$ cat config.mk
export PLATFORM = sky130hd
export DESIGN_NAME = dmem_result_reader
export DESIGN_NICKNAME = d
export VERILOG_FILES = /design/src/rtl/dmem_result_reader.sv
export SDC_FILE = /design/constraint.sdc
export NUM_CORES = 1
export LEC_CHECK = 0
export BUFFER_PORTS_ARGS = -buffer_cell sky130_fd_sc_hd__buf_2
export CAP_MARGIN = 20
export CORE_MARGIN = 2
export CORE_UTILIZATION = 45
export CTS_CLUSTER_SIZE = 12
export DETAILED_ROUTE_END_ITERATION = 7
export PLACE_DENSITY = 0.73
export SETUP_SLACK_MARGIN = 0.1
export SKIP_LAST_GASP = 1
export SLEW_MARGIN = 20
export SYNTH_ARGS = -nofsm -noshare
export SYNTH_HDL_FRONTEND = slang
export SYNTH_SLANG_ARGS = --single-unit
$ cat constraint.sdc
create_clock -name clk -period 2.21 [get_ports clk]
set_input_delay 0.442 -clock clk [delete_from_list [all_inputs] [get_ports clk]]
set_output_delay 0.442 -clock clk [all_outputs]
set_load 0.005 [all_outputs]
$ cat src/rtl/dmem_result_reader.sv
`default_nettype none
// +--------------------------------------------------------------------------+
// | dmem_result_reader: streams a word range of data memory with a checksum  |
// | Rev 1.0                                                                  |
// +--------------------------------------------------------------------------+
module dmem_result_reader #(
  parameter int ADDR_W = 8,
  parameter int DATA_W = 32
) (
  input  logic              clk,
  input  logic              reset,
  input  logic              start,
  input  logic [ADDR_W-1:0] base_addr,
  input  logic [ADDR_W:0]   count,
  output logic              busy,
  output logic              done,
  output logic              mem_rd_en,
  output logic [ADDR_W-1:0] mem_addr,
  input  logic [DATA_W-1:0] mem_rd_data,
  output logic              out_valid,
  input  logic              out_ready,
  output logic [DATA_W-1:0] out_data,
  output logic [ADDR_W-1:0] out_addr,
  output logic [DATA_W-1:0] checksum
);

  typedef enum logic [2:0] {
    S_IDLE    = 3'd0,
    S_ISSUE   = 3'd1,
    S_CAPTURE = 3'd2,
    S_OUTPUT  = 3'd3,
    S_DONE    = 3'd4
  } state_t;

  state_t            state;
  state_t            state_nxt;
  logic [ADDR_W-1:0] addr_ptr;
  logic [ADDR_W:0]   remaining;

  always_comb begin
    state_nxt = state;
    busy      = 1'b1;
    done      = 1'b0;
    mem_rd_en = 1'b0;
    mem_addr  = '0;
    case (state)
      S_IDLE: begin
        busy = 1'b0;
        if (start) begin
          state_nxt = (count == '0) ? S_DONE : S_ISSUE;
        end
      end
      S_ISSUE: begin
        mem_rd_en = 1'b1;
        mem_addr  = addr_ptr;
        state_nxt = S_CAPTURE;
      end
      S_CAPTURE: state_nxt = S_OUTPUT;
      S_OUTPUT: begin
        if (out_ready) begin
          state_nxt = (remaining == (ADDR_W+1)'(1)) ? S_DONE : S_ISSUE;
        end
      end
      S_DONE: begin
        done      = 1'b1;
        state_nxt = S_IDLE;
      end
      default: state_nxt = S_IDLE;
    endcase
  end

  always_ff @(posedge clk) begin
    if (reset) begin
      state     <= S_IDLE;
      addr_ptr  <= '0;
      remaining <= '0;
      out_valid <= 1'b0;
      out_data  <= '0;
      out_addr  <= '0;
      checksum  <= '0;
    end else begin
      state <= state_nxt;
      case (state)
        S_IDLE: begin
          if (start) begin
            addr_ptr  <= base_addr;
            remaining <= count;
            checksum  <= '0;
          end
        end
        // Read data is only valid here, one cycle after the strobe in ISSUE.
        S_CAPTURE: begin
          out_data  <= mem_rd_data;
          out_addr  <= addr_ptr;
          out_valid <= 1'b1;
        end
        S_OUTPUT: begin
          if (out_ready) begin
            out_valid <= 1'b0;
            checksum  <= checksum + out_data;
            addr_ptr  <= addr_ptr + ADDR_W'(1);
            remaining <= remaining - (ADDR_W+1)'(1);
          end
        end
        default: ;
      endcase
    end
  end

endmodule
`default_nettype wire
==> summary.md, run 1 <==
| Metric | Value |
|---|---|
| Syn nets | `822` |
| Final period demand of the worst path | `2.37 ns` |
| Cell Pwr Density | `595 nW/um2` |
| Rows | `40` |
| Switching part of the total power | `0.280` |
| Antenna violations before repair | `2` |
| Mapped cell area | `5520 um2` |
| F_max | `422 MHz` |
| Max-slew violations | `0` |
| First-pass GRT wire length | `25.8 mm` |
| Vias per inst | `5.41` |
| Setup CP Type | `flip-flop to flip-flop` |
| Clock sinks | `93` |
| Crit. Startpoint | `checksum[1]` |
| Crit path max-delay cell type | `dfxtp_2` |
| Crit start category | `flip-flop` |
| CP arrival | `2.60 ns` |
| Synth warn | `0` |
| #FFs+latches synth | `93` |
| Gr usage total | `0.244` |
| GPL Wtd Cong | `0.944` |
| Setup Slack @ Placement | `-0.215 ns` |
| Critical path required time | `2.44 ns` |
| Failing checks | `negative setup slack` |
| RSZ-0062 raised after global routing | `yes` |
| Clock Tree Root | `clkbuf_16` |
| Min-delay src | `mem_rd_data[0]` |
| Crit-path max FO | `3` |
| Cts bufs inserted | `9` |
| Element type at the critical path end | `flip-flop` |
| Slew HR | `0.631` |
| Post-Syn Instances | `734` |
| Final worst slack | `-0.162 ns` |
| Hold Path Class | `input port to flip-flop` |
| EDFF count, synth | `0` |
| Iter 0 DRT Violations | `292` |
| Initial core utilization | `0.460` |
| FFs w/ async S/R, synth | `0` |
| Via count | `5822` |
| Total congestion overflow | `0` |
| Peak supply drop | `0.463 mV` |
| Largest net degree at the start of global routing | `52` |
| P_sw | `1260 uW` |
| Nets | `1013` |
| Max H-tree Level | `3` |
| # DRC | `0` |
| P_leak | `0.00347 uW` |
| Fin crit share | `1.07` |
| Post-DRT Antenna Nets | `0` |
| P_int | `3240 uW` |
| Synth cell types | `56` |
| Clk slew on worst S/H paths | `0.06 ns` |
| Vias in the first global route | `5403` |
| Worst stage delay on the critical path | `0.33 ns` |
| Synthesized area per cell | `7.52 um2` |
| Clock power frac | `0.394` |
| Detail Placement HPWL | `11.4 mm` |
| Comb power frac | `0.189` |
| Core area | `12000 um2` |
| Final TNS setup | `-0.914 ns` |
| Die area | `13200 um2` |
| Predominant post-synthesis flop cell | `dfxtp_1` |
| Endpoints failing hold | `0` |
| Worst-path cell chain | `ha_4, a211o_1, a211oi_4, o211ai_2, o31ai_4, o211ai_2, a41oi_2, xor2_1, o21ai_1` |
| MaxCap Viol Count | `0` |
| Most frequent CP cell | `o211ai_2` |
| Die Wd | `115 um` |
| Final setup vio count | `13` |
| CTS Hold Buffers Added | `0` |
| CTS tree | `yes` |
| R2R setup slack | `-0.16 ns` |
| Syn-to-layout area delta | `37.1%` |
| PortBufs | `136` |
| Worst-Margin Slew | `0.554 ns` |
| Io pins | `137` |
| Worst-Skew Late Latency | `0.35 ns` |
| Worst Skew | `0.00796 ns` |
| Part of the power in registers | `0.417` |
| Bufs on Longest Clock Path | `2` |
| Die H | `115 um` |
| Layout cells sized above 1 | `0.322` |
| R2R Path Start | `checksum[1]` |
| DRT Wirelength | `15.8 mm` |
| WL/cell | `14.7 um` |
| Status | `finished, violations left` |
| Sequential share of the synthesized area | `0.337` |
| TritonRoute pass-1 iters | `5` |
## per-layer routing
metal  vias to the layer above  global-route usage  wire length (um)  part of all wire
li1                       2979                   -                 -                 -
met1                      2656               0.320              7180              0.45
met2                       164               0.389              7320              0.46
met3                        21              0.0722               988             0.063
met4                         2              0.0755               285             0.018
met5                         -                   0                12           0.00076
## cell type report
type	instances	area [um2]
Antenna cell	1	2.50
Inverter	13	48.8
Fill cell	1087	4450
Multi-Input combinational cell	584	3770
Sequential cell	93	1880
Tap cell	147	184
Timing Repair Buffer	224	1350
Clock inverter	6	111
Clock buffer	9	225
## synthesized netlist by cell type (10+ instances only)
master	instances	area, um2
nor3_1	11	55.1
a22oi_1	18	135
inv_1	13	48.8
a21o_1	18	135
nand3_1	18	90.1
nor2_1	60	225
o21ai_0	47	235
and2_1	14	87.6
xnor2_1	15	131
a21oi_1	95	475
clkbuf_1	43	161
ha_1	34	425
dfxtp_1	93	1860
xor2_1	10	87.6
nand2_1	137	514
## per-stage QoR
stage	total power, uW	instance area (um2)	hold WS, ns	cells	utilization
6_report	4500	7570	0.316	1077	0.630
4_1_cts	4540	7450	0.305	1072	0.620
3_5_place_dp	2750	6990	0.446	1053	0.582
5_1_grt	4740	7560	0.303	1076	0.630
3_3_place_gp	2740	6980	0.442	1052	0.581
2_1_floorplan	2410	5710	0.453	734	-
## worst max-delay path: cells and delay by family (launching register included)
| family | cells | cell delay [ns] |
|---|---|---|
| xor+xnor | 1 | 0.19 |
| flops | 1 | 0.33 |
| fa+ha+maj | 1 | 0.24 |
| compound gates | 7 | 1.47 |
## placed cells by master (no fill, tap or decap), types with 6 or more instances in the layout
master     synthesis  final
nor2b_1            7      7
buf_4              0     86
o21ai_1            2      6
o21ai_0           47     39
dfxtp_2            0      9
a21oi_1           95     86
dfxtp_1           93     83
and3_1             7      7
and2_1            14     14
nand2_1          137    135
nand2b_1           7      6
inv_1             13     13
a22oi_1           18     17
nand3_1           18     17
nor2_1            60     60
buf_2              1    136
ha_4               0     10
a21o_1            18     18
a21oi_2            1      8
clkbuf_16          0      9
nor3_1            11     10
xnor2_1           15     13
nor3b_1            6      6
xor2_1            10     10
a211oi_1           7      6
ha_1              34     24
## power by group through the flow
| stage | clock network, uW | registers (uW) | logic, uW |
|---|---|---|---|
| 6_report | 1770 | 1880 | 851 |
| 5_1_grt | 1890 | 1890 | 959 |
| 4_1_cts | 1810 | 1880 | 845 |
| 3_5_place_dp | 0 | 1910 | 837 |
| 3_3_place_gp | 0 | 1910 | 825 |
| 2_1_floorplan | 0 | 1900 | 513 |
## path summary, 6_finish.rpt
check,endpoint,depth (start not counted)
setup reg to reg,checksum[29],9
hold reg to reg,out_addr[7],2
hold / removal,out_data[0],3
setup / recovery,checksum[29],9
## repair_timing
item	CTS	global route
endpoints found under the hold margin	0	0
setup buffers	5	4
endpoints found under the setup margin	19	27
pin swaps	18	21
resized for setup	20	19
## flip-flops by register name (all words and copies together), names as in the netlist
name and count:
out_valid 1, addr_ptr 8, out_data 32, remaining 9
state 3, checksum 32, out_addr 8
## logic make-up after synthesis
logic type / Yosys count / synth area share
compound gates: 237 / 0.268
xor+xnor: 25 / 0.0397
fa+ha+maj: 35 / 0.0807
buf+inv: 57 / 0.0390
flops: 93 / 0.337
mux: 2 / 0.00385
simple gates: 285 / 0.232
Note: power is estimated with default switching activity, not from simulation.
==> inputs of run 2 (changes only) <==
- PLACE_DENSITY: 0.73 -> not set
- PLACE_DENSITY_LB_ADDON: not set -> 0.2
==> summary.md, run 2 (synthesis gave the netlist of run 1 again) <==
| Metric | Value |
|---|---|
| Gr usage total | `0.262 (+0.0179)` |
| Syn-to-layout area delta | `38.0%` |
| Post-DRT Antenna Nets | `0 (unchanged)` |
| Total congestion overflow | `0 (unchanged)` |
| F_max | `426 MHz (+0.99%)` |
| Cts bufs inserted | `9 (unchanged)` |
| Die H | `115 um (unchanged)` |
| Worst Skew | `0.00664 ns (-0.00131 ns)` |
| Most frequent cells in the layout | `nand2_1, buf_2, buf_4` |
| Bufs on Longest Clock Path | `2 (unchanged)` |
| MaxCap Viol Count | `0 (unchanged)` |
| Rows | `40 (unchanged)` |
| PortBufs | `136 (unchanged)` |
| Crit. Startpoint | `checksum[0]` |
| Endpoints failing hold | `0 (unchanged)` |
| Wire length on met3 | `654 um (-34%)` |
| Post-DP Area | `7080 um2 (+1.3%)` |
| # DRC | `0 (unchanged)` |
| Peak supply drop | `0.390 mV (-16%)` |
| Seq. cell area | `1880 um2 (about the same)` |
| Iter 0 DRT Violations | `301 (+3.1%)` |
| GPL Wtd Cong | `0.887 (-6.0%)` |
| Critical path required time | `2.45 ns (about the same)` |
| Die Wd | `115 um (unchanged)` |
| Die area | `13200 um2 (unchanged)` |
| Hold Path Class | `input port to flip-flop` |
| First-pass GRT wire length | `27.7 mm (+7.6%)` |
| Crit start category | `flip-flop` |
| Fin crit share | `1.06 (-0.0105)` |
| Comb power frac | `0.197 (+0.008)` |
| Crit-path max FO | `3 (unchanged)` |
| Detail Placement HPWL | `12.4 mm (+8.5%)` |
| Final period demand of the worst path | `2.35 ns (-0.0231 ns)` |
| Largest net degree at the start of global routing | `42 (-19%)` |
| Vias in the first global route | `5874 (+8.7%)` |
| Max-slew violations | `0 (unchanged)` |
| Clk slew on worst S/H paths | `0.07 ns (about the same)` |
| Switching part of the total power | `0.292 (+0.0121)` |
| Vias per inst | `5.55 (+2.7%)` |
| Final setup vio count | `12 (-1)` |
| Final core occ | `0.634 (+0.00448)` |
| Failing checks | `negative setup slack` |
| P_int | `3150 uW (-2.8%)` |
| Post-route cell area | `7620 um2 (+0.71%)` |
| CP arrival | `2.58 ns (-0.02 ns)` |
| Total power | `4450 uW (-1.2%)` |
| Via count | `6021 (+3.4%)` |
| DRT Wirelength | `16.9 mm (+6.9%)` |
| Part of the power in registers | `0.423 (+0.006)` |
| Antenna violations before repair | `0 (-2)` |
| Cell Pwr Density | `584 nW/um2 (-1.9%)` |
| P_sw | `1300 uW (+3.1%)` |
| Final worst slack | `-0.139 ns (+0.0231 ns)` |
| Setup CP Type | `flip-flop to flip-flop` |
| Slew HR | `0.513 (-0.118)` |
| R2R Path Start | `checksum[0]` |
| Met2 routed WL | `8.18 mm (+12%)` |
| CTS tree | `yes` |
| Worst-Skew Late Latency | `0.35 ns (about the same)` |
| Ant diodes | `0 (-1)` |
| Clock sinks | `93 (unchanged)` |
| Wl on met1 | `7.79 mm (+8.5%)` |
| Regs by FF count | `checksum (32), out_data (32), remaining (9)` |
| Max Used Layer | `met4` |
| Area of the multi-input gates | `3750 um2 (-0.37%)` |
| Clock power frac | `0.380 (-0.014)` |
| Io pins | `137 (unchanged)` |
| Max H-tree Level | `3 (unchanged)` |
| Element type at the critical path end | `flip-flop` |
| Status | `finished, violations left` |
| Nets | `1021 (+0.79%)` |
| TritonRoute pass-1 iters | `4 (-1)` |
| Layout cells sized above 1 | `0.333 (+0.0108)` |
| Min-delay src | `mem_rd_data[5]` |
| Worst-Margin Slew | `0.730 ns (+0.176 ns)` |
| RSZ-0062 raised after global routing | `yes` |
| Initial core utilization | `0.460 (unchanged)` |
| Core area | `12000 um2 (unchanged)` |
| P_leak | `0.00350 uW (+0.88%)` |
| CTS Hold Buffers Added | `0 (unchanged)` |
| WL/cell | `15.6 um (+6.1%)` |
| Clock Tree Root | `clkbuf_16` |
| # fillers | `1099 (+1.1%)` |
run 2: cell count changes in the layout (fill, tap and decap cells not counted), moves of 3 or more:
cell / before / now
dfxtp_1: 83 / 80
a21oi_1: 86 / 90
a21oi_2: 8 / 5
dfxtp_2: 9 / 13
o21ai_1: 6 / 9
buf_4: 86 / 93
run 2: critical path, stage by stage, from the launching register on:
cell	delay [ns]
dfxtp_2	0.36
ha_4	0.15
inv_2	0.04
fa_2	0.34
nand2b_4	0.16
a21oi_4	0.20
o32ai_4	0.10
o211a_1	0.25
o21ai_2	0.19
buf_4	0.15
nand3_2	0.06
mux2i_1	0.16
nand2_1	0.08
run 2: final cells by class:
cell class,instances,share of cell area
Sequential cell,93,0.246
Clock buffer,9,0.0296
Multi-Input combinational cell,584,0.493
Clock inverter,7,0.0130
Tap cell,147,0.0241
Inverter,13,0.00640
Timing Repair Buffer,232,0.188
run 2: worst paths after layout:
path                       end  slack, ns  cells past startpoint
setup / recovery  checksum[30]      -0.14                     12
hold / removal     out_data[5]       0.32                      3
setup reg to reg  checksum[30]      -0.14                     12
hold reg to reg    out_addr[4]       0.45                      2
run 2: timing repair:
action,4_1_cts,5_1_grt
buffers inserted,1,4
resized for setup,17,23
endpoints found under the setup margin,20,22
pin swaps,10,14
run 2: power by group through the flow:
stage	Sequential (uW)	Combinational, uW	Clock, uW
global placement	1910	839	0
global route	1900	982	1800
CTS	1880	868	1720
detailed placement	1920	860	0
finish	1880	875	1690
floorplan	1900	513	0
run 2: layer usage:
layer | vias to the layer above | track usage
li1 | 3005 | -
met1 | 2841 | 0.339
met2 | 156 | 0.450
met3 | 19 | 0.0343
met4 | 0 | 0.0916
met5 | - | 0
run 2: through the flow:
stage / TNS [ns] / setup WS [ns] / hold slack (ns) / cells
2_1_floorplan: 0 / 0.0237 / 0.453 / 734
6_report: -0.846 / -0.139 / 0.324 / 1085
3_3_place_gp: -1.13 / -0.246 / 0.445 / 1064
4_1_cts: -0.659 / -0.103 / 0.315 / 1081
3_5_place_dp: -1.61 / -0.277 / 0.445 / 1064
5_1_grt: -2.56 / -0.234 / 0.329 / 1085
